===== src/rtl/pulse_width_meter.sv =====
// rtl/pulse_width_meter.sv - multi-channel pulse-width meter with glitch rejection and idle timeout
//
// Each channel synchronises its input and samples it on a shared prescaled
// tick. It counts the high time in ticks and publishes the width on the falling
// edge. After a long enough idle period the output reverts to DEFAULT_OUT.
//
// Ports:
//   clk        system clock
//   reset      synchronous, active-high reset
//   vin        asynchronous pulse inputs, bit i = channel i
//   width_out  channel i width at [i*WIDTH +: WIDTH]
//   valid      one-cycle strobe per channel when width_out[i] is updated
//   sat        sticky per channel: last published width saturated
//   stale      per channel: timed out, width_out holds DEFAULT_OUT
module pulse_width_meter #(
    parameter int CHANNELS    = 2,
    parameter int WIDTH       = 13,
    parameter int PRESCALE    = 100,
    parameter int DEFAULT_OUT = 300,
    parameter int MIN_WIDTH   = 2,
    parameter int TIMEOUT     = 4095
) (
    input  logic                         clk,
    input  logic                         reset,
    input  logic [CHANNELS-1:0]          vin,
    output logic [CHANNELS*WIDTH-1:0]    width_out,
    output logic [CHANNELS-1:0]          valid,
    output logic [CHANNELS-1:0]          sat,
    output logic [CHANNELS-1:0]          stale
);

    localparam int               PW     = (PRESCALE > 1) ? $clog2(PRESCALE) : 1;
    localparam logic [PW-1:0]    P_LAST = PW'(PRESCALE - 1);
    localparam logic [WIDTH-1:0] DEF_W  = WIDTH'(DEFAULT_OUT);
    localparam logic [WIDTH-1:0] MIN_W  = WIDTH'(MIN_WIDTH);
    localparam logic [WIDTH-1:0] MAX_W  = '1;
    localparam logic [15:0]      TMO    = 16'(TIMEOUT);

    typedef enum logic [1:0] {
        IDLE  = 2'd0,
        COUNT = 2'd1
    } state_t;

    // Two-flop synchroniser; the channel FSMs only ever look at vs.
    logic [CHANNELS-1:0] vs_meta;
    logic [CHANNELS-1:0] vs;

    always_ff @(posedge clk) begin
        if (reset) begin
            vs_meta <= '0;
            vs      <= '0;
        end else begin
            vs_meta <= vin;
            vs      <= vs_meta;
        end
    end

    // Shared sample tick: high for the single cycle where the count sits at PRESCALE-1.
    logic [PW-1:0] pcnt;
    logic          tick;

    assign tick = (pcnt == P_LAST);

    always_ff @(posedge clk) begin
        if (reset) begin
            pcnt <= '0;
        end else if (tick) begin
            pcnt <= '0;
        end else begin
            pcnt <= pcnt + 1'b1;
        end
    end

    for (genvar i = 0; i < CHANNELS; i++) begin : g_ch
        state_t           state;
        logic [WIDTH-1:0] width;
        logic [WIDTH-1:0] out_r;
        logic [15:0]      idle_cnt;
        logic             ovf;
        logic             valid_r;
        logic             sat_r;
        logic             stale_r;

        always_ff @(posedge clk) begin
            if (reset) begin
                state    <= IDLE;
                width    <= '0;
                idle_cnt <= '0;
                ovf      <= 1'b0;
                out_r    <= DEF_W;
                valid_r  <= 1'b0;
                sat_r    <= 1'b0;
                stale_r  <= 1'b0;
            end else begin
                valid_r <= 1'b0;
                case (state)
                    IDLE: begin
                        if (tick) begin
                            if (vs[i]) begin
                                state    <= COUNT;
                                width    <= {{(WIDTH-1){1'b0}}, 1'b1};
                                idle_cnt <= '0;
                                ovf      <= 1'b0;
                            end else if (idle_cnt != TMO) begin
                                idle_cnt <= idle_cnt + 16'd1;
                                // Fires only on the transition into TIMEOUT, so a long idle gives one strobe.
                                if (idle_cnt == TMO - 16'd1) begin
                                    out_r   <= DEF_W;
                                    stale_r <= 1'b1;
                                    valid_r <= 1'b1;
                                end
                            end
                        end
                    end
                    COUNT: begin
                        if (tick) begin
                            if (vs[i]) begin
                                if (width == MAX_W) begin
                                    ovf <= 1'b1;
                                end else begin
                                    width <= width + 1'b1;
                                end
                            end else begin
                                // Short highs are glitches: leave every output untouched.
                                if (width >= MIN_W) begin
                                    out_r   <= width;
                                    valid_r <= 1'b1;
                                    sat_r   <= ovf;
                                    stale_r <= 1'b0;
                                    ovf     <= 1'b0;
                                end
                                state    <= IDLE;
                                idle_cnt <= '0;
                            end
                        end
                    end
                    default: begin
                        state <= IDLE;
                        width <= '0;
                    end
                endcase
            end
        end

        assign width_out[i*WIDTH +: WIDTH] = out_r;
        assign valid[i]                    = valid_r;
        assign sat[i]                      = sat_r;
        assign stale[i]                    = stale_r;
    end

endmodule


===== config.mk =====
export PLATFORM = sky130hd
export DESIGN_NAME = pulse_width_meter
export DESIGN_NICKNAME = d
export VERILOG_FILES = /design/src/rtl/pulse_width_meter.sv
export SDC_FILE = /design/constraint.sdc
export NUM_CORES = 1
export LEC_CHECK = 0
export ABC_AREA = 1
export CAP_MARGIN = 20
export CORE_AREA = 2 2 115 95
export CTS_BUF_LIST = sky130_fd_sc_hd__clkbuf_2 sky130_fd_sc_hd__clkbuf_4 sky130_fd_sc_hd__clkbuf_8
export DETAILED_ROUTE_END_ITERATION = 6
export DIE_AREA = 0 0 117 97
export PLACE_DENSITY = 0.79
export SYNTH_ARGS = -nofsm -noshare
export SYNTH_HDL_FRONTEND = slang
export SYNTH_SLANG_ARGS = --single-unit

===== constraint.sdc =====
create_clock -name clk -period 3.9 [get_ports clk]
set_clock_uncertainty 0.1 [all_clocks]
set_input_delay 0.78 -clock clk [delete_from_list [all_inputs] [get_ports clk]]
set_output_delay 0.78 -clock clk [all_outputs]
set_load 0.02 [all_outputs]

==> flow_metrics.tcl <==
set metrics [dict create \
    status "finished clean" \
    p_leak_uw 0.00276 \
    combPwrFrac_pct 2.7 \
    syn_inst 933 \
    gp_congestion 0.923 \
    netSwitchingPower_uw 441 \
    clkTransAtPathRegs_ps 110 \
    slew_viol_final 0 \
    critical_path.max_stage_delay_ps 510 \
    hold_viol 0 \
    die_h_um 97 \
    drtAntennaViolNets 0 \
    synth_fa_ha_area_share_pct 3.58 \
    yosys_most_used_dff "dfxtp_1" \
    grt_usage_pct 24.6 \
    post_drt_wl_per_cell_um 12.1 \
    layout_commonest_cell "nand2_1" \
    crit_type "reg2reg" \
    firstDrtPassIters 5 \
    clockRootBuffer "clkbuf_8" \
    vdd_drop_max_v 0.000158 \
    synth-simple-area-share_pct 40.6 \
    nNetsFinal 972 \
    grt_pass1_wl_mm 22.9 \
    numCtsBuffers 9 \
    cts_tree "done" \
    drtIter0Drc 312 \
    hpwl_mm 9.49 \
    seq_area_frac_synth_pct 35.3 \
    setup-tns-final_ps 0 \
    avgViaCountPerCell 5.09 \
    synth_edf_count 0 \
    n_antenna_cell 0 \
    min_period_ps 2790 \
    synthMuxAreaShare_pct 0 \
    setup_violations 0 \
    io_buffer_count 35 \
    synth_top_family_by_area "simple AND/OR/NAND/NOR gates" \
    critPathMaxFanout 22 \
    syn_avg_cell_area_um2 6.38 \
    placementRows 33 \
    crit_path_top_delay_cell "clkinv_1" \
    rsz0062_at_grt "no" \
    async_flop_share_pct 0 \
    ctsResizeCount 0 \
    numClockSinks 105 \
    drive_gt1_share_pct 4.81 \
    cts_hold_buf 0 \
    cp-end-kind "flip-flop" \
    ys_ff_latch 105 \
    cp.arrival_ps 2990 \
    routed_wl_mm 13.2 \
    power_switching_share_pct 24.9 \
    drc_errors 0 \
    start_util_pct 58.8 \
    dieArea_um2 11300 \
    clock_power_share_pct 36.3 \
    cts_buffer_depth 2 \
    placed_cells 1080 \
    grt_pass1_vias 4989 \
    vias 5574 \
    synth_xor_area_share_pct 1.33 \
    crit_required_ps 4100 \
    relSlewSlack_pct 63.1 \
    yosysWarnings 0 \
    fill_cells 973 \
    grt_max_degree 39 \
    htreeDepth 3 \
    synth_fp_nets 954 \
    synth_area_um2 5950 \
    crit_path_start_kind "flip-flop" \
    core_area_um2 10100 \
    syn2layout_area_growth_pct 9.19 \
    intPower_uw 1330 \
    io_pins 36 \
    synth_compound_area_share_pct 7.82 \
    layoutNonFillerInstCount 1096 \
    final_cell_mix "nand2_1 (253), nor2_1 (152), inv_1 (120)" \
    hold_path.class "reg2reg" \
    antenna_found_initial 0 \
    gr-total-overflow 0 \
    max_freq_mhz 359 \
    yosysUniqueCellTypes 36 \
    worst_pin_slew_ps 551 \
    powerDensity_nw_per_um2 272 \
    maxCapViolCount 0 \
    fin_crit_sh_pct 71.4 \
    cts_setup_buffers 0 \
    clkLatencyLatePin_ps 390 \
    path_common_cell "nand2_1" \
    die_w_um 117 \
    seq_power_share_pct 61.0 \
    crit_chain "buf_4 > clkinv_1 > ha_1 > nor3_4 > nand2_1 > inv_1 > nand3_1 > nand2_1 > nor2_1" \
    fin_util_pct 64.2 \
]
## worst max-delay path, delay by kind of cell, from the launching register on
| kind | cells | cell delay [ps] |
|---|---|---|
| AND/OR/NAND/NOR | 5 | 800 |
| adder cells (fa/ha/maj) | 1 | 450 |
| flip-flops | 1 | 320 |
| buffers and inverters | 3 | 1030 |
## power by group through the flow
stage	clock network, uW	logic, uW	registers, uW
5_1_grt	694	53.8	1080
2_1_floorplan	0	32.3	1100
3_5_place_dp	0	46.9	1100
6_report	642	47.4	1080
3_3_place_gp	0	46.3	1100
4_1_cts	661	47.2	1080
## layout make-up
cell class,instances,area (um2),area share [%]
multi-input combinational,667,3170,48.8
tap,140,175,2.70
sequential,105,2100,32.4
clock buffer,9,124,1.91
clock inverter,7,53.8,0.828
timing repair buffer,40,388,5.97
inverter,128,480,7.40
## flip-flops by register name, indices dropped and copies added (netlist names)
name	count
g_ch.sat_r	2
g_ch.idle_cnt	32
g_ch.width	26
g_ch.ovf	2
g_ch.stale_r	2
g_ch.valid_r	2
pcnt	7
g_ch.out_r	26
vs	2
g_ch.state	2
vs_meta	2
## cells in the mapped netlist, types with 7 or more instances
master | number | area share, %
nand4_1 | 19 | 2.0
dfxtp_1 | 105 | 35
clkbuf_1 | 15 | 0.95
nand3_1 | 83 | 7.0
nand2_1 | 253 | 16
buf_4 | 9 | 1.1
inv_1 | 120 | 7.6
a21oi_1 | 47 | 4.0
o21ai_0 | 26 | 2.2
xor2_1 | 7 | 1.0
ha_1 | 17 | 3.6
nor3_1 | 18 | 1.5
nor2_1 | 152 | 9.6
## path summary, 6_finish.rpt
check                   startpoint          endpoint  slack [ps]  depth (start not counted)
hold / removal          vs_meta[0]             vs[0]         310                          2
setup reg to reg  g_ch[0].state[0]  g_ch[0].width[9]        1110                          9
setup / recovery  g_ch[0].state[0]  g_ch[0].width[9]        1110                          9
hold reg to reg         vs_meta[0]             vs[0]         310                          2
## cell families after synthesis
logic type | Yosys count
AO/OA/AOI/OAI | 87
XOR/XNOR | 9
adder cells (fa/ha/maj) | 17
buffers and inverters | 161
flip-flops | 105
AND/OR/NAND/NOR | 554
## per-layer routing
layer | track usage (%) | vias up | routed length, um
met3 | 5.39 | 22 | 593
li1 | - | 2966 | -
met5 | 0 | - | 0
met2 | 37.5 | 111 | 5860
met1 | 34.6 | 2475 | 6540
met4 | 7.69 | 0 | 245
## metrics by stage
step / area, um2 / hold WS [ps] / total power, uW / setup slack (ps)
floorplan: 5950 / 288 / 1140 / 1870
global placement: 6320 / 290 / 1150 / 1240
detailed placement: 6320 / 292 / 1150 / 1170
CTS: 6490 / 303 / 1790 / 1160
global route: 6490 / 315 / 1830 / 741
finish: 6490 / 307 / 1770 / 1110
Note: power is estimated with default switching activity, not from simulation.
